File: src/rtl/axil_led_pkg.sv
// axil_led_pkg: register offsets, response codes, CTRL bits and FSM states for the LED blinker.
package axil_led_pkg;
   localparam logic [4:0] ADDR_CTRL         = 5'h00;
   localparam logic [4:0] ADDR_HALF_PERIOD  = 5'h04;
   localparam logic [4:0] ADDR_LED_MASK     = 5'h08;
   localparam logic [4:0] ADDR_TOGGLE_COUNT = 5'h0C;
   localparam logic [4:0] ADDR_ID           = 5'h10;
   localparam logic [1:0] RESP_OKAY   = 2'b00;
   localparam logic [1:0] RESP_SLVERR = 2'b10;
   localparam int CTRL_EN  = 0;
   localparam int CTRL_INV = 1;
   typedef enum logic [1:0] {W_INIT, W_IDLE, W_RESP} wr_state_t;
   typedef enum logic [1:0] {R_INIT, R_IDLE, R_DATA} rd_state_t;
   function automatic logic [31:0] apply_strb(input logic [31:0] cur, input logic [31:0] data,
                                              input logic [3:0] strb);
      logic [31:0] r;
      for (int i = 0; i < 4; i++) r[8*i +: 8] = strb[i] ? data[8*i +: 8] : cur[8*i +: 8];
      return r;
   endfunction
endpackage

File: src/rtl/axil_led_blinker_if.sv
// axil_led_blinker_if: AXI4-Lite bus bundle with master and slave views.
interface axil_led_blinker_if #(parameter int ADDR_W = 40);
   logic [ADDR_W-1:0] awaddr;
   logic [2:0]        awprot;
   logic              awvalid, awready;
   logic [31:0]       wdata;
   logic [3:0]        wstrb;
   logic              wvalid, wready;
   logic [1:0]        bresp;
   logic              bvalid, bready;
   logic [ADDR_W-1:0] araddr;
   logic [2:0]        arprot;
   logic              arvalid, arready;
   logic [31:0]       rdata;
   logic [1:0]        rresp;
   logic              rvalid, rready;
   modport master (
      output awaddr, awprot, awvalid, wdata, wstrb, wvalid, bready, araddr, arprot, arvalid, rready,
      input  awready, wready, bresp, bvalid, arready, rdata, rresp, rvalid
   );
   modport slave (
      input  awaddr, awprot, awvalid, wdata, wstrb, wvalid, bready, araddr, arprot, arvalid, rready,
      output awready, wready, bresp, bvalid, arready, rdata, rresp, rvalid
   );
endinterface

File: src/rtl/axil_led_blinker_blink_engine.sv
// blink_engine: half-period counter that toggles a phase, counts toggles and drives the masked LEDs.
module blink_engine #(
   parameter int N_LEDS = 8
) (
   input  logic              clk,
   input  logic              rst_n,
   input  logic              enable,
   input  logic              invert,
   input  logic [31:0]       half_period,
   input  logic [N_LEDS-1:0] mask,
   input  logic              clr_count,
   output logic [N_LEDS-1:0] led,
   output logic [31:0]       toggle_count
);
   logic [31:0] cnt, cnt_last;
   logic        phase, wrap;
   // a half-period of 0 is treated as 1; >= lets a lowered half-period take effect at once
   assign cnt_last = (half_period == '0) ? '0 : half_period - 32'd1;
   assign wrap     = enable && (cnt >= cnt_last);
   always_ff @(posedge clk or negedge rst_n) begin
      if (!rst_n) begin
         cnt          <= '0;
         phase        <= 1'b0;
         toggle_count <= '0;
         led          <= '0;
      end else begin
         cnt          <= (!enable || wrap) ? '0 : cnt + 32'd1;
         phase        <= !enable ? 1'b0 : phase ^ wrap;
         toggle_count <= clr_count ? '0 : toggle_count + {31'd0, wrap};
         led          <= (phase ^ invert) ? mask : '0;
      end
   end
endmodule

File: src/rtl/axil_led_blinker.sv
// axil_led_blinker: AXI4-Lite register slave controlling an LED blink engine.
module axil_led_blinker
   import axil_led_pkg::*;
#(
   parameter int          N_LEDS              = 8,
   parameter logic [31:0] DEFAULT_HALF_PERIOD = 32'd50000000,
   parameter logic [31:0] ID_VALUE            = 32'h1ED0_B11C,
   parameter int          ADDR_W              = 40
) (
   input  logic               pl_sys_clk,
   input  logic               axil_arst_n,
   axil_led_blinker_if.slave  s_axil,
   output logic [N_LEDS-1:0]  led
);
   wr_state_t         wr_st, wr_nxt;
   rd_state_t         rd_st, rd_nxt;
   logic              aw_held, w_held, aw_hs, w_hs, ar_hs, do_write, clr_count, en, inv;
   logic [2:0]        aw_idx, wr_idx;
   logic [31:0]       w_data, wr_data, wr_val, half_period, toggle_count;
   logic [3:0]        w_strb, wr_strb;
   logic [N_LEDS-1:0] mask;
   logic [31:0]       view [8];
   logic              unused_ok;
   assign unused_ok = ^{s_axil.awprot, s_axil.arprot, s_axil.awaddr[ADDR_W-1:5], s_axil.awaddr[1:0],
                        s_axil.araddr[ADDR_W-1:5], s_axil.araddr[1:0]};
   assign s_axil.awready = (wr_st == W_IDLE) && !aw_held;
   assign s_axil.wready  = (wr_st == W_IDLE) && !w_held;
   assign s_axil.bvalid  = (wr_st == W_RESP);
   assign s_axil.arready = (rd_st == R_IDLE);
   assign s_axil.rvalid  = (rd_st == R_DATA);
   assign aw_hs     = s_axil.awvalid && s_axil.awready;
   assign w_hs      = s_axil.wvalid && s_axil.wready;
   assign ar_hs     = s_axil.arvalid && s_axil.arready;
   assign do_write  = (aw_held || aw_hs) && (w_held || w_hs);
   assign wr_idx    = aw_hs ? s_axil.awaddr[4:2] : aw_idx;
   assign wr_data   = w_hs ? s_axil.wdata : w_data;
   assign wr_strb   = w_hs ? s_axil.wstrb : w_strb;
   assign wr_val    = apply_strb(view[wr_idx], wr_data, wr_strb);
   assign clr_count = do_write && (wr_idx == ADDR_TOGGLE_COUNT[4:2]);
   always_comb begin
      view                                = '{default: '0};
      view[ADDR_CTRL[4:2]][CTRL_EN]       = en;
      view[ADDR_CTRL[4:2]][CTRL_INV]      = inv;
      view[ADDR_HALF_PERIOD[4:2]]         = half_period;
      view[ADDR_LED_MASK[4:2]]            = 32'(mask);
      view[ADDR_TOGGLE_COUNT[4:2]]        = toggle_count;
      view[ADDR_ID[4:2]]                  = ID_VALUE;
   end
   always_comb begin
      wr_nxt = wr_st;
      rd_nxt = rd_st;
      wr_nxt = (wr_st == W_INIT) ? W_IDLE :
               (wr_st == W_IDLE) ? (do_write ? W_RESP : W_IDLE) :
               (s_axil.bready ? W_IDLE : W_RESP);
      rd_nxt = (rd_st == R_INIT) ? R_IDLE :
               (rd_st == R_IDLE) ? (s_axil.arvalid ? R_DATA : R_IDLE) :
               (s_axil.rready ? R_IDLE : R_DATA);
   end
   always_ff @(posedge pl_sys_clk or negedge axil_arst_n) begin
      if (!axil_arst_n) begin
         wr_st         <= W_INIT;
         rd_st         <= R_INIT;
         aw_held       <= 1'b0;
         w_held        <= 1'b0;
         aw_idx        <= '0;
         w_data        <= '0;
         w_strb        <= '0;
         s_axil.bresp  <= RESP_OKAY;
         s_axil.rdata  <= '0;
         s_axil.rresp  <= RESP_OKAY;
         en            <= 1'b0;
         inv           <= 1'b0;
         half_period   <= DEFAULT_HALF_PERIOD;
         mask          <= '1;
      end else begin
         wr_st   <= wr_nxt;
         rd_st   <= rd_nxt;
         aw_held <= (aw_held || aw_hs) && !do_write;
         w_held  <= (w_held || w_hs) && !do_write;
         if (aw_hs) aw_idx <= s_axil.awaddr[4:2];
         if (w_hs) begin
            w_data <= s_axil.wdata;
            w_strb <= s_axil.wstrb;
         end
         if (do_write) begin
            s_axil.bresp <= (wr_idx <= ADDR_ID[4:2]) ? RESP_OKAY : RESP_SLVERR;
            if (wr_idx == ADDR_CTRL[4:2]) begin
               en  <= wr_val[CTRL_EN];
               inv <= wr_val[CTRL_INV];
            end
            if (wr_idx == ADDR_HALF_PERIOD[4:2]) half_period <= wr_val;
            if (wr_idx == ADDR_LED_MASK[4:2]) mask <= wr_val[N_LEDS-1:0];
         end
         if (ar_hs) begin
            s_axil.rdata <= view[s_axil.araddr[4:2]];
            s_axil.rresp <= (s_axil.araddr[4:2] <= ADDR_ID[4:2]) ? RESP_OKAY : RESP_SLVERR;
         end
      end
   end
   blink_engine #(.N_LEDS(N_LEDS)) u_blink (
      .clk          (pl_sys_clk),
      .rst_n        (axil_arst_n),
      .enable       (en),
      .invert       (inv),
      .half_period  (half_period),
      .mask         (mask),
      .clr_count    (clr_count),
      .led          (led),
      .toggle_count (toggle_count)
   );
endmodule
File: src/flat_wrapper.sv
// flat-port wrapper written by rule: the top's interface ports become plain ports
module axil_led_blinker_flat import axil_led_pkg::*;
#(
   parameter int          N_LEDS              = 8,
   parameter logic [31:0] DEFAULT_HALF_PERIOD = 32'd50000000,
   parameter logic [31:0] ID_VALUE            = 32'h1ED0_B11C,
   parameter int          ADDR_W              = 40
)
  (pl_sys_clk, axil_arst_n, led, s_axil_awaddr, s_axil_awprot, s_axil_awvalid, s_axil_wdata, s_axil_wstrb, s_axil_wvalid, s_axil_bready, s_axil_araddr, s_axil_arprot, s_axil_arvalid, s_axil_rready, s_axil_awready, s_axil_wready, s_axil_bresp, s_axil_bvalid, s_axil_arready, s_axil_rdata, s_axil_rresp, s_axil_rvalid);
  axil_led_blinker_if #(.ADDR_W(ADDR_W)) s_axil_i ();
  input  logic pl_sys_clk;
  input  logic axil_arst_n;
  output logic [N_LEDS-1:0] led;
  input wire logic [$bits(s_axil_i.awaddr)-1:0] s_axil_awaddr;
  input wire logic [$bits(s_axil_i.awprot)-1:0] s_axil_awprot;
  input wire logic [$bits(s_axil_i.awvalid)-1:0] s_axil_awvalid;
  input wire logic [$bits(s_axil_i.wdata)-1:0] s_axil_wdata;
  input wire logic [$bits(s_axil_i.wstrb)-1:0] s_axil_wstrb;
  input wire logic [$bits(s_axil_i.wvalid)-1:0] s_axil_wvalid;
  input wire logic [$bits(s_axil_i.bready)-1:0] s_axil_bready;
  input wire logic [$bits(s_axil_i.araddr)-1:0] s_axil_araddr;
  input wire logic [$bits(s_axil_i.arprot)-1:0] s_axil_arprot;
  input wire logic [$bits(s_axil_i.arvalid)-1:0] s_axil_arvalid;
  input wire logic [$bits(s_axil_i.rready)-1:0] s_axil_rready;
  output wire logic [$bits(s_axil_i.awready)-1:0] s_axil_awready;
  output wire logic [$bits(s_axil_i.wready)-1:0] s_axil_wready;
  output wire logic [$bits(s_axil_i.bresp)-1:0] s_axil_bresp;
  output wire logic [$bits(s_axil_i.bvalid)-1:0] s_axil_bvalid;
  output wire logic [$bits(s_axil_i.arready)-1:0] s_axil_arready;
  output wire logic [$bits(s_axil_i.rdata)-1:0] s_axil_rdata;
  output wire logic [$bits(s_axil_i.rresp)-1:0] s_axil_rresp;
  output wire logic [$bits(s_axil_i.rvalid)-1:0] s_axil_rvalid;
  assign s_axil_i.awaddr = s_axil_awaddr;
  assign s_axil_i.awprot = s_axil_awprot;
  assign s_axil_i.awvalid = s_axil_awvalid;
  assign s_axil_i.wdata = s_axil_wdata;
  assign s_axil_i.wstrb = s_axil_wstrb;
  assign s_axil_i.wvalid = s_axil_wvalid;
  assign s_axil_i.bready = s_axil_bready;
  assign s_axil_i.araddr = s_axil_araddr;
  assign s_axil_i.arprot = s_axil_arprot;
  assign s_axil_i.arvalid = s_axil_arvalid;
  assign s_axil_i.rready = s_axil_rready;
  assign s_axil_awready = s_axil_i.awready;
  assign s_axil_wready = s_axil_i.wready;
  assign s_axil_bresp = s_axil_i.bresp;
  assign s_axil_bvalid = s_axil_i.bvalid;
  assign s_axil_arready = s_axil_i.arready;
  assign s_axil_rdata = s_axil_i.rdata;
  assign s_axil_rresp = s_axil_i.rresp;
  assign s_axil_rvalid = s_axil_i.rvalid;
  axil_led_blinker #(.N_LEDS(N_LEDS), .DEFAULT_HALF_PERIOD(DEFAULT_HALF_PERIOD), .ID_VALUE(ID_VALUE), .ADDR_W(ADDR_W)) u_core (.pl_sys_clk(pl_sys_clk), .axil_arst_n(axil_arst_n), .s_axil(s_axil_i), .led(led));
endmodule
File: config.mk
export PLATFORM = sky130hd
export DESIGN_NAME = axil_led_blinker_flat
export DESIGN_NICKNAME = d
export VERILOG_FILES = /design/src/rtl/axil_led_pkg.sv /design/src/rtl/axil_led_blinker_if.sv /design/src/rtl/axil_led_blinker_blink_engine.sv /design/src/rtl/axil_led_blinker.sv /design/src/flat_wrapper.sv
export SDC_FILE = /design/constraint.sdc
export NUM_CORES = 1
export LEC_CHECK = 0
export ABC_AREA = 1
export BUFFER_PORTS_ARGS = -buffer_cell sky130_fd_sc_hd__buf_2
export CORE_MARGIN = 4
export CORE_UTILIZATION = 30
export CTS_BUF_LIST = sky130_fd_sc_hd__clkbuf_4 sky130_fd_sc_hd__clkbuf_8
export DETAILED_ROUTE_END_ITERATION = 10
export HOLD_SLACK_MARGIN = 0.1
export MAX_ROUTING_LAYER = met4
export PLACE_DENSITY = 0.55
export SYNTH_ARGS = -nofsm -noshare
export SYNTH_HDL_FRONTEND = slang
export SYNTH_SLANG_ARGS = --single-unit
export TNS_END_PERCENT = 1
File: constraint.sdc
create_clock -name pl_sys_clk -period 3.6 [get_ports pl_sys_clk]
set_input_delay 0.54 -clock pl_sys_clk [delete_from_list [all_inputs] [get_ports pl_sys_clk]]
set_output_delay 0.54 -clock pl_sys_clk [all_outputs]
set_load 0.005 [all_outputs]
* Word-level counts from Yosys, hierarchy flattened
Index checks and enable logic that the tools add are counted.
** Operators by class
- Reduce and logical (&&, ||, !) cells :: 24
- Equal/unequal tests :: 7
- Bitwise operators :: 4
- Add/subtract/negate cells :: 3
- Multiply operators :: 0
- Divide/modulo/power cells :: 0
- Shift operators :: 0
- Muxes and demuxes :: 28
- Order comparisons :: 5
** Operators with widths (number)
- 32-bit 2-to-1 mux :: 8
- 32-bit binary-select mux with 3-bit select :: 2
- 8-bit 2-to-1 mux :: 5
- 32-bit by 1-bit adder with 32-bit output :: 1
- 32-bit by 1-bit adder with 32-bit output (second input constant) :: 1
- 32-bit greater-or-equal comparator :: 1
- 32-bit zero test :: 1
- 32-bit by 1-bit subtractor with 32-bit output (second input constant) :: 1
- 2-bit 2-to-1 mux :: 10
- 1-bit logical AND :: 10
- 4-bit greater-or-equal comparator (second input constant) :: 2
- 3-bit inverter with 4-bit output :: 2
- 3-bit by 2-bit == test with 1-bit output (second input constant) :: 2
- 3-bit <= comparator (second input constant) :: 2
- 2-bit AND reduction :: 3
- 2-bit by 1-bit == test with 1-bit output (second input constant) :: 2
- 2-bit == test (second input constant) :: 2
- 1-bit zero test :: 4
- 2-bit zero test :: 2
- 4-bit 2-to-1 mux :: 1
- 3-bit by 1-bit == test with 1-bit output (second input constant) :: 1
- 3-bit zero test :: 1
- 1-bit logical OR :: 3
- 3-bit 2-to-1 mux :: 1
- 2 further kinds :: 3
** Storage, ports and cells
- Memory bits (writable) :: 0
- Memories :: 0
- Bits of input ports :: 129
- Output and inout port bits :: 49
- Memory bits (read-only) :: 0
- Flip-flop bits (word level) :: 196
- Latch bits :: 0

* Depth between registers and ports, before layout
Gate-level depths: netlist (run 1).
- Word-level depth :: 9
- Depth in mapped cells :: 35
- Gate-level depth less buffers :: 34

* Hierarchy
Synthesis (run 1) repeated with hierarchy kept, for this count alone.
** Unflattened totals
- Cell total of the unflattened synthesis :: 1440
- Area total of the unflattened synthesis :: 11493.5 µm²
** By module, submodules not included
- axil_led_blinker :: area an instance 5789.3 µm², instances 1, cells an instance 625
- blink_engine :: area an instance 5704.2 µm², instances 1, cells an instance 815

* Worst setup path before layout (run 1)
No wires, ideal clock.
- Path kind :: reg-to-reg
- From :: reg u_core.half_period[0]
- To :: reg u_core.u_blink.toggle_count[22]
- Path slack :: -0.393 ns
- Library setup time :: 0.121 ns
- Path buffers :: 0
- Data arrival time :: 3.872 ns
- Data required time :: 3.479 ns
- Clock period less this slack :: 3.993 ns
- Cell stages (with the launch flop) :: 31
- Cells stage by stage :: dfrtp_1 -> inv_1 -> ha_1 -> nand2_1 -> nor3_1 -> nand3_1 -> nor3_2 -> nand2_1 -> nand2_1 -> nand3_1 -> ha_1 -> nand2_1 -> nor2_1 -> nand2_1 -> nor2_1 -> nand2_1 -> nand3b_1 -> nand2_1 -> inv_1 -> ha_1 -> nand2_1 -> nor2_4 -> nand2_1 -> nor2_1 -> nand3_1 -> inv_1 -> nand2_1 -> nor2_2 -> nand2_1 -> o21ai_0 -> nor2_1
** On the way
- Cells in the longest elaborated chain, start to end :: 6
- Elaborated cells on any way between the ends :: 7
- Those cells by class :: add/sub (2); order compare (1); mux (2); reduce/logical (2)
** RTL lines
- start: declaration :: RTL line axil_led_blinker.sv:19 : logic [31:0] w_data, wr_data, wr_val, half_period, toggle_count;
- start signal: assignment :: RTL line axil_led_blinker.sv:91 : if (wr_idx == ADDR_HALF_PERIOD[4:2]) half_period <= wr_val;
- 32-bit by 1-bit subtractor with 32-bit output / 32-bit zero test (equally long branches) :: RTL line axil_led_blinker_blink_engine.sv:18 : assign cnt_last = (half_period == '0) ? '0 : half_period - 32'd1;
- 32-bit 2-to-1 mux * :: RTL line axil_led_blinker_blink_engine.sv:18
- 32-bit greater-or-equal comparator * :: RTL line axil_led_blinker_blink_engine.sv:19 : assign wrap = enable && (cnt >= cnt_last);
- 1-bit logical AND * :: RTL line axil_led_blinker_blink_engine.sv:19
- 32-bit by 1-bit adder with 32-bit output * :: RTL line axil_led_blinker_blink_engine.sv:29 : toggle_count <= clr_count ? '0 : toggle_count + {31'd0, wrap};
- 32-bit 2-to-1 mux * :: RTL line axil_led_blinker_blink_engine.sv:29
- end signal: assignment :: RTL line axil_led_blinker_blink_engine.sv:29
- end: declaration :: RTL line axil_led_blinker_blink_engine.sv:13 : output logic [31:0] toggle_count
Mark *: on every way between the ends. The rest lies on a longest branch, timed or not.
A chain may end at the register's enable or synchronous reset.

* Worst setup path in the final report (run 1)
- From :: reg u_core.half_period[0]
- To :: reg u_core.u_blink.toggle_count[24]
The elaborated chain is that of the path after synthesis.

==> results of run 1 <==
power breakdown:
part           internal [mW]  total [mW]  switching (mW)
clock                  0.612        1.47           0.861
sequential              3.01        3.54           0.529
combinational           1.81        4.28            2.47
sequential cells by signal, indices dropped and copies added, names as in the netlist, 2 cells and up:
| name | count |
|---|---|
| u_core.u_blink.toggle_count | 32 |
| u_core.half_period | 32 |
| u_core.u_blink.led | 8 |
| u_core.w_data | 32 |
| u_core.wr_st | 2 |
| u_core.aw_idx | 3 |
| u_core.w_strb | 4 |
| u_core.rd_st | 2 |
| u_core.s_axil.rdata | 32 |
| u_core.u_blink.cnt | 32 |
| u_core.mask | 8 |
per-stage QoR:
| stage | util, % | power, mW | setup WS, ns | hold slack, ns | instance area, um2 |
|---|---|---|---|---|---|
| detailed placement | 35.84 | 7.650 | -0.5553 | 0.4603 | 12840 |
| CTS | 37.82 | 9.259 | -0.3764 | 0.1097 | 13550 |
| finish | 38.58 | 9.292 | -0.5158 | 0.1111 | 13820 |
| global placement | 35.84 | 7.589 | -0.4974 | 0.4607 | 12840 |
| global route | 38.58 | 10.03 | -0.7808 | 0.1414 | 13820 |
| floorplan | - | 5.915 | -0.2073 | 0.2444 | 11070 |
worst max-delay path: cells and delay by family (launching register included):
family / cells / cell delay (ns)
adder cells (fa/ha/maj): 2 / 0.42
AO/OA/AOI/OAI: 3 / 0.35
buffers and inverters: 6 / 0.67
flip-flops: 1 / 0.40
AND/OR/NAND/NOR: 17 / 1.95
XOR/XNOR: 1 / 0.19
kinds of logic (layout without fill, tap and decap cells):
| logic type | after synthesis | count (layout) | share of synthesized area [%] |
|---|---|---|---|
| AND/OR/NAND/NOR | 727 | 727 | 28.95 |
| buffers and inverters | 197 | 437 | 7.163 |
| flip-flops | 194 | 194 | 44.41 |
| AO/OA/AOI/OAI | 158 | 158 | 8.917 |
| XOR/XNOR | 42 | 42 | 3.348 |
| adder cells (fa/ha/maj) | 37 | 37 | 4.214 |
| multiplexers | 29 | 29 | 2.961 |
| other | 1 | 2 | 0.03413 |
cell usage in the layout (no fill, tap or decap), types with 5 or more instances in the layout:
cell type / synthesis / routed
a21oi_1: 31 / 31
a22oi_1: 5 / 5
a2bb2oi_1: 11 / 11
a32o_1: 5 / 5
buf_2: 11 / 95
buf_4: 2 / 137
buf_6: 2 / 6
clkbuf_8: 0 / 20
dfrtp_1: 174 / 173
dfstp_2: 20 / 20
ha_1: 37 / 32
inv_1: 158 / 142
inv_2: 5 / 21
inv_6: 0 / 5
mux2_2: 28 / 28
nand2_1: 366 / 353
nand2_2: 2 / 11
nand2_4: 3 / 7
nand3_1: 70 / 60
nand3_2: 1 / 8
nand4_1: 26 / 26
nor2_1: 170 / 152
nor2_2: 2 / 10
nor2_4: 6 / 16
nor3_1: 52 / 43
nor3_2: 1 / 6
nor3_4: 1 / 5
nor4_1: 10 / 9
o211ai_1: 20 / 20
o21ai_0: 62 / 55
o21ai_1: 7 / 12
xnor2_1: 12 / 12
xor2_1: 30 / 29
what timing repair did:
action / 4_1_cts / 5_1_grt
buffers inserted: 18 / 14
cloned: 0 / 1
hold endpoints to repair: 0 / 0
resized for setup: 53 / 47
pin swaps: 26 / 30
endpoints found under the setup margin: 30 / 65
area by class of cell:
type | instances | area (um2) | area share (%)
clock buffers | 20 | 269.0 | 1.946
clock inverters | 12 | 122.6 | 0.8872
inverters | 163 | 611.8 | 4.427
multi-input cells | 995 | 5714 | 41.35
flip-flops and latches | 194 | 4881 | 35.32
well taps | 461 | 576.8 | 4.173
repair buffers | 242 | 1645 | 11.90
layer usage:
layer	vias to the layer above	part of all wire (%)	routed length (um)
li1	4970	-	-
met1	4712	47	15600
met2	182	47	15590
met3	41	3.0	982
met4	0	2.3	752
met5	-	0	0
how the worst min path moves through the flow:
stage / from / to / slack, ns / cells after the start
after global placement: u_core.mask[1] / u_core.mask[1] / 0.46 / 2
after CTS: axil_arst_n / u_core.w_data[4] / 0.11 / 1
after global routing: axil_arst_n / u_core.w_held / 0.14 / 1
final: axil_arst_n / u_core.w_data[4] / 0.11 / 1
after floorplan: axil_arst_n / u_core.aw_held / 0.24 / 0
after detailed placement: u_core.s_axil.rdata[0] / u_core.s_axil.rdata[0] / 0.46 / 1
==> impl_metrics.yaml, run 1 <==
timing:
  fmax_mhz: 243.0
  min_period_over_period_pct: 114.3
  setup_viol: 63
  period_needed_ns: 4.116
  rsz0062_at_grt: "true"
  drv_slew: 0
  fin_skew_ns: 0.01794
  setup_ws_ns: -0.5158
  setup-tns-final_ns: -21.44
  max-slew-margin-rel_pct: 28.18
  worst_pin_slew_ns: 1.073
  hold_viol: 0
place:
  place_congestion: 0.9151
  placed_cells: 2022
  portBuffers: 95
  dp_hpwl_um: 25240
min_path:
  holdCritPathClass: "primary input to asynchronous set/reset pin"
route:
  dr.pass1.iters: 5
  initialDrtViolationCount: 830
  routedWlPerCell_um: 15.78
  routed_wl_um: 32930
  num_vias: 9905
  antenna_left: 0
  viasPerCell: 4.746
  drt_drc_violations_left: 0
global_routing:
  overflow: 0
  top_usage_layer: "met2"
  use_met3_pct: 2.226
  grtUsageMet1_pct: 23.29
  use_met2_pct: 27.34
  grt_pass1_vias: 9881
  grt_usage_pct: 17.23
  antenna_found_initial: 0
  grt_max_degree: 95
  grt_pass1_wl_um: 52520
final_layout:
  nets: 1779
  diodes: 0
  drive_above_1_share_pct: 26.69
  area_growth_pct: 25.79
  nFillCells: 3673
  final_cells: 2087
worst_setup_path:
  endpoint_kind: "flip-flop"
  worstPathArrival_ns: 4.47
  slowest_stage: "dfrtp_1"
  critical_path.endpoint: "u_core.u_blink.toggle_count[24]"
  start_kind: "flip-flop"
  startpoint: "u_core.half_period[0]"
  r2r_cells: 29
  required_ns: 3.96
  r2r_end: "u_core.u_blink.toggle_count[24]"
  reg2reg_slack_ns: -0.52
  reg2reg_from: "u_core.half_period[0]"
  crit_path_max_incr_delay_ns: 0.40
  critPathKind: "flip-flop to flip-flop"
  critPathMaxFanout: 4
synthesis:
  synthTopCellsByCount: "366 x nand2_1, 174 x dfrtp_1, 170 x nor2_1, 158 x inv_1, 70 x nand3_1"
  synth_edf_count: 0
  yosys.area.top_type: "dfrtp_1"
  synth_area_um2: 10990
  synth.distinct_cells: 53
  syn_avg_cell_area_um2: 7.933
  async_flop_share_pct: 100.0
  synth-seq-cells: 194
  synth_top_area_share_pct: 39.63
  yosysWarnings: 0
  synth.most_common_cell: "nand2_1"
  synth_area_leaders: "dfrtp_1 40%, nand2_1 13%, nor2_1 5.8%"
  ys_seq_area_share_pct: 44.41
  synth_cells: 1385
  synthFlopType: "dfrtp_1"
clock_tree:
  cts_max_level: 4
  numCtsBuffers: 17
  clock_path_buffers: 2
  hold_buffers: 0
  cts_tree: "yes"
  root_buffer: "clkbuf_8"
  clk_latency_ns: 0.50
  cts.sinks: 194
  clkTransAtPathRegs_ns: 0.11
floorplan:
  start_util_pct: 30.67
  rows: 69
  coreArea_um2: 35830
  die_h_um: 199.4
  die_x_um: 199.4
  design.portCount: 178
  die_area_um2: 39750
flow_run:
  cap_violations: 0
status:
  outcome: "finished, violations left"
  failed_checks: "setup timing"
power_and_ir_drop:
  p_leak_nw: 6.668
  p_per_area_nw_per_um2: 672.3
  ir_drop_v: 0.0004127
Power figures use the tool's default switching activity.
==> run 2, diff against run 1 <==
- CORE_UTILIZATION: 30 -> 53
- PLACE_DENSITY: 0.55 -> 0.85
==> run 2 against run 1 <==
  * Non-clock buffer count grew 10
  * Global-route usage rose by 12 points
  * Register-to-register slack got worse by 0.12 ns
  * Sequential cell count unchanged
  * First-iteration DRC count rose by 34%
  * Worst hold slack worse by 0.011 ns
  * Clock skew shrank 0.00086 ns
  * Sequential share of layout area is 0.26 points higher
  * Total power grew 3.0%
  * The flow still finishes with violations (setup timing)
  * Largest power group unchanged
==> impl_metrics.yaml, run 2 (synthesis gave the netlist of run 1 again) <==
timing:
  setup_ws_ns: -0.6374
  drv_slew: 0
  period_needed_ns: 4.237
  fin_skew_ns: 0.01708
  setup_viol: 31
  min_period_over_period_pct: 117.7
  setup-tns-final_ns: -14.65
  holdWs_ns: 0.1002
  worst_pin_slew_ns: 1.124
  fmax_mhz: 236.0
  hold_viol: 0
  max-slew-margin-rel_pct: 24.76
  rsz0062_at_grt: "true"
worst_setup_path:
  crit_family: "simple AND/OR/NAND/NOR gates"
  crit_path_max_incr_delay_ns: 0.46
  cp.depth: 29
  critPathMaxFanout: 4
  r2r_end: "u_core.u_blink.toggle_count[16]"
  start_kind: "flip-flop"
  startpoint: "u_core.half_period[8]"
  reg2reg_from: "u_core.half_period[8]"
  crit_top_cell: "nor2_4"
  worstPathArrival_ns: 4.65
  critPathKind: "flip-flop to flip-flop"
  endpoint_kind: "flip-flop"
  r2r_cells: 29
  critical_path.endpoint: "u_core.u_blink.toggle_count[16]"
  slowest_stage: "dfrtp_2"
  required_ns: 4.02
  critPathBufInv: 4
  reg2reg_slack_ns: -0.64
route:
  initialDrtViolationCount: 1115
  dr.pass1.iters: 7
  drt_drc_violations_left: 0
  routed_wl_um: 33760
  viasPerCell: 5.634
  num_vias: 10740
  antenna_left: 0
  routedWlPerCell_um: 17.71
power_and_ir_drop:
  p_leak_nw: 6.679
  p_per_area_nw_per_um2: 696.8
  ir_drop_v: 0.0004561
  power_mw: 9.566
status:
  outcome: "finished, violations left"
  failed_checks: "setup timing"
flow_run:
  cap_violations: 0
floorplan:
  die_area_um2: 23100
  die_h_um: 152.0
  rows: 52
  start_util_pct: 54.12
  design.portCount: 178
  coreArea_um2: 20300
  die_x_um: 152.0
global_routing:
  grt_max_degree: 92
  overflow: 0
  grt_pass1_wl_um: 53170
  antenna_found_initial: 0
  grt_usage_pct: 28.81
  grt_pass1_vias: 10660
clock_tree:
  root_buffer: "clkbuf_8"
  clkTransAtPathRegs_ns: 0.12
  cts.sinks: 194
  hold_buffers: 0
  cts_max_level: 4
  clock_path_buffers: 2
  numCtsBuffers: 17
  clk_latency_ns: 0.49
  cts_tree: "yes"
final_layout:
  nets: 1789
  area_growth_pct: 24.96
  diodes: 0
  final_common_cell: "nand2_1"
  nFillCells: 1539
  drive_above_1_share_pct: 28.12
  fin_util_pct: 67.63
  final_cell_area_um2: 13730
  final_cells: 1906
  layout_common_cells: "353 x nand2_1, 170 x dfrtp_1, 151 x buf_4"
place:
  dpl_cell_area_um2: 12520
  place_congestion: 0.9648
  dp_hpwl_um: 22790
  place_ws_ns: -0.6177
  portBuffers: 95
  placed_cells: 1822
min_path:
  holdCritPathClass: "primary input to asynchronous set/reset pin"
-- run 2: layout make-up --
| type | instances | area, um2 | area share (%) |
|---|---|---|---|
| Clock buffer | 18 | 247.7 | 1.804 |
| Clock inverter | 14 | 165.2 | 1.203 |
| Tap cell | 270 | 337.8 | 2.461 |
| Multi-Input combinational cell | 995 | 5777 | 42.08 |
| Timing Repair Buffer | 252 | 1703 | 12.40 |
| Inverter | 163 | 614.3 | 4.475 |
| Sequential cell | 194 | 4885 | 35.58 |
-- run 2: metal layers --
layer	GRT usage (%)	part of all wire, %	vias up
li1	-	-	4973
met1	36.37	39	5112
met5	-	0	-
met3	4.323	7.6	119
met2	47.44	49	534
met4	10.57	4.0	0
-- run 2: worst min path at each step --
stage	startpoint	end	slack [ns]	cells past startpoint
final	axil_arst_n	u_core.u_blink.cnt[21]	0.10	1
after global routing	axil_arst_n	u_core.u_blink.cnt[16]	0.15	1
after CTS	axil_arst_n	u_core.u_blink.cnt[16]	0.12	1
after detailed placement	u_core.s_axil.rdata[30]	u_core.s_axil.rdata[30]	0.46	2
after global placement	u_core.s_axil.rdata[1]	u_core.s_axil.rdata[1]	0.46	1
after floorplan	axil_arst_n	u_core.aw_held	0.24	0
-- run 2: timing repair --
item	in CTS	in global routing
pin swaps	46	23
endpoints found under the setup margin	29	64
gates resized for setup	69	44
cloned	1	0
setup buffers	39	12
-- run 2: power breakdown --
part	switching (mW)	total, mW	internal [mW]
sequential	0.572	3.59	3.02
combinational	2.63	4.49	1.86
clock	0.936	1.49	0.550
total	4.13	9.57	5.43
==> run 3, diff against run 2 <==
- TNS_END_PERCENT: 1 -> unset
==> run 3 against run 2 <==
  * The flow still finishes with violations (setup timing)
  * Global-route usage fell by 0.078 points
  * First-iteration DRC count grew 11%
  * Clock-buffer cell count down 1
  * Combinational power up 2%
  * Critical path type unchanged
  * Largest cell class unchanged
==> impl_metrics.yaml, run 3 (synthesis gave the netlist of run 1 again) <==
power_and_ir_drop:
  power_mw: 9.633
  p_leak_nw: 6.740
  ir_drop_v: 0.0003746
  p_per_area_nw_per_um2: 689.8
worst_setup_path:
  critPathKind: "flip-flop to flip-flop"
  crit_path_max_incr_delay_ns: 0.42
  start_kind: "flip-flop"
  endpoint_kind: "flip-flop"
  required_ns: 3.99
  worstPathArrival_ns: 4.62
  critPathMaxFanout: 5
  r2r_end: "u_core.u_blink.toggle_count[28]"
  critPathBufInv: 5
  reg2reg_slack_ns: -0.63
  crit_family: "simple AND/OR/NAND/NOR gates"
  slowest_stage: "dfrtp_1"
  cp.depth: 28
  reg2reg_from: "u_core.half_period[1]"
  r2r_cells: 28
route:
  initialDrtViolationCount: 1233
  routed_wl_um: 33830
  dr_wl_met2_um: 16620
  drt_drc_violations_left: 0
  routed.top_layer: "met4"
  routedWlPerCell_um: 17.77
  antenna_left: 0
  num_vias: 10910
  viasPerCell: 5.729
  wl_met1_um: 13210
  route.met3.wl_um: 2589
  dr.pass1.iters: 8
timing:
  drv_slew: 0
  worst_pin_slew_ns: 1.108
  rsz0062_at_grt: "true"
  setup_ws_ns: -0.6270
  period_needed_ns: 4.227
  fin_skew_ns: 0.01899
  fmax_mhz: 236.6
  min_period_over_period_pct: 117.4
  hold_viol: 0
  setup_viol: 31
  max-slew-margin-rel_pct: 25.85
global_routing:
  overflow: 0
  antenna_found_initial: 0
  grt_pass1_wl_um: 52700
  grt_usage_pct: 28.73
  grt_max_degree: 93
  grt_pass1_vias: 10590
clock_tree:
  hold_buffers: 0
  root_buffer: "clkbuf_8"
  cts.sinks: 194
  numCtsBuffers: 17
  cts_tree: "yes"
  clk_latency_ns: 0.50
  clock_path_buffers: 2
  cts_max_level: 4
  clkTransAtPathRegs_ns: 0.11
final_layout:
  layout_common_cells: "345 x nand2_1, 173 x dfrtp_1, 143 x nor2_1"
  diodes: 0
  final_common_cell: "nand2_1"
  final_cells: 1904
  area_growth_pct: 27.10
  drive_above_1_share_pct: 29.62
  nets: 1787
place:
  placed_cells: 1828
  place_congestion: 0.9565
  dp_hpwl_um: 22790
  portBuffers: 95
floorplan:
  die_h_um: 152.0
  design.portCount: 178
  die_area_um2: 23100
  rows: 52
  coreArea_um2: 20300
  die_x_um: 152.0
  start_util_pct: 54.12
min_path:
  holdCritPathClass: "primary input to asynchronous set/reset pin"
status:
  outcome: "finished, violations left"
  failed_checks: "setup timing"
flow_run:
  cap_violations: 0
==> run 3: cell types whose count changed in the layout (fill, tap and decap cells not counted), sizes merged <==
cell	before	now
buf	251	248
clkinv	4	10
clkinvlp	2	1
inv	171	167
==> run 3: through the flow <==
step                setup TNS (ns)  worst slack [ns]  cell area (um2)  hold WS (ns)  util, %
global route                -22.53           -0.8233            13960        0.1454    68.79
CTS                         -6.055           -0.3203            13500        0.1390    66.49
finish                      -14.61           -0.6270            13960        0.1001    68.79
global placement            -6.407           -0.3753            12570        0.4575    61.92
floorplan                  -0.3029           -0.1986            11080        0.2444        -
detailed placement          -11.44           -0.5881            12570        0.4626    61.92
==> run 3: repair_timing <==
action,CTS,global route
buffers inserted,31,15
gates resized for setup,77,91
pin swaps,44,57
setup endpoints to repair,29,52
gates cloned,0,1
==> run 3: worst max path at each step <==
stage	from	endpoint	slack (ns)
after floorplan	u_core.half_period[2]	u_core.u_blink.toggle_count[22]	-0.20
after global placement	u_core.half_period[5]	u_core.u_blink.toggle_count[22]	-0.38
after CTS	u_core.half_period[5]	u_core.u_blink.toggle_count[22]	-0.32
final	u_core.half_period[1]	u_core.u_blink.toggle_count[28]	-0.63
after detailed placement	u_core.half_period[5]	u_core.u_blink.toggle_count[16]	-0.59
after global routing	u_core.half_period[8]	u_core.u_blink.toggle_count[22]	-0.82
==> run 3: metal layers <==
layer / track usage (%) / up-vias
li1: - / 4966
met1: 35.89 / 5208
met2: 47.63 / 578
met3: 5.603 / 156
met4: 8.818 / 0
met5: - / -
==> run 3: power breakdown <==
group | switching, mW | leakage [nW] | internal [mW] | total [mW]
sequential | 0.568 | 2.36 | 3.01 | 3.58
combinational | 2.69 | 4.17 | 1.89 | 4.58
clock | 0.939 | 0.206 | 0.534 | 1.47
==> run 3: final cells by class <==
| class | instances | area, um2 |
|---|---|---|
| timing repair buffer | 250 | 1717 |
| fill | 1470 | 6335 |
| inverter | 163 | 621.8 |
| sequential | 194 | 4881 |
| clock inverter | 15 | 190.2 |
| tap | 270 | 337.8 |
| multi-input combinational | 995 | 5983 |
| clock buffer | 17 | 234.0 |
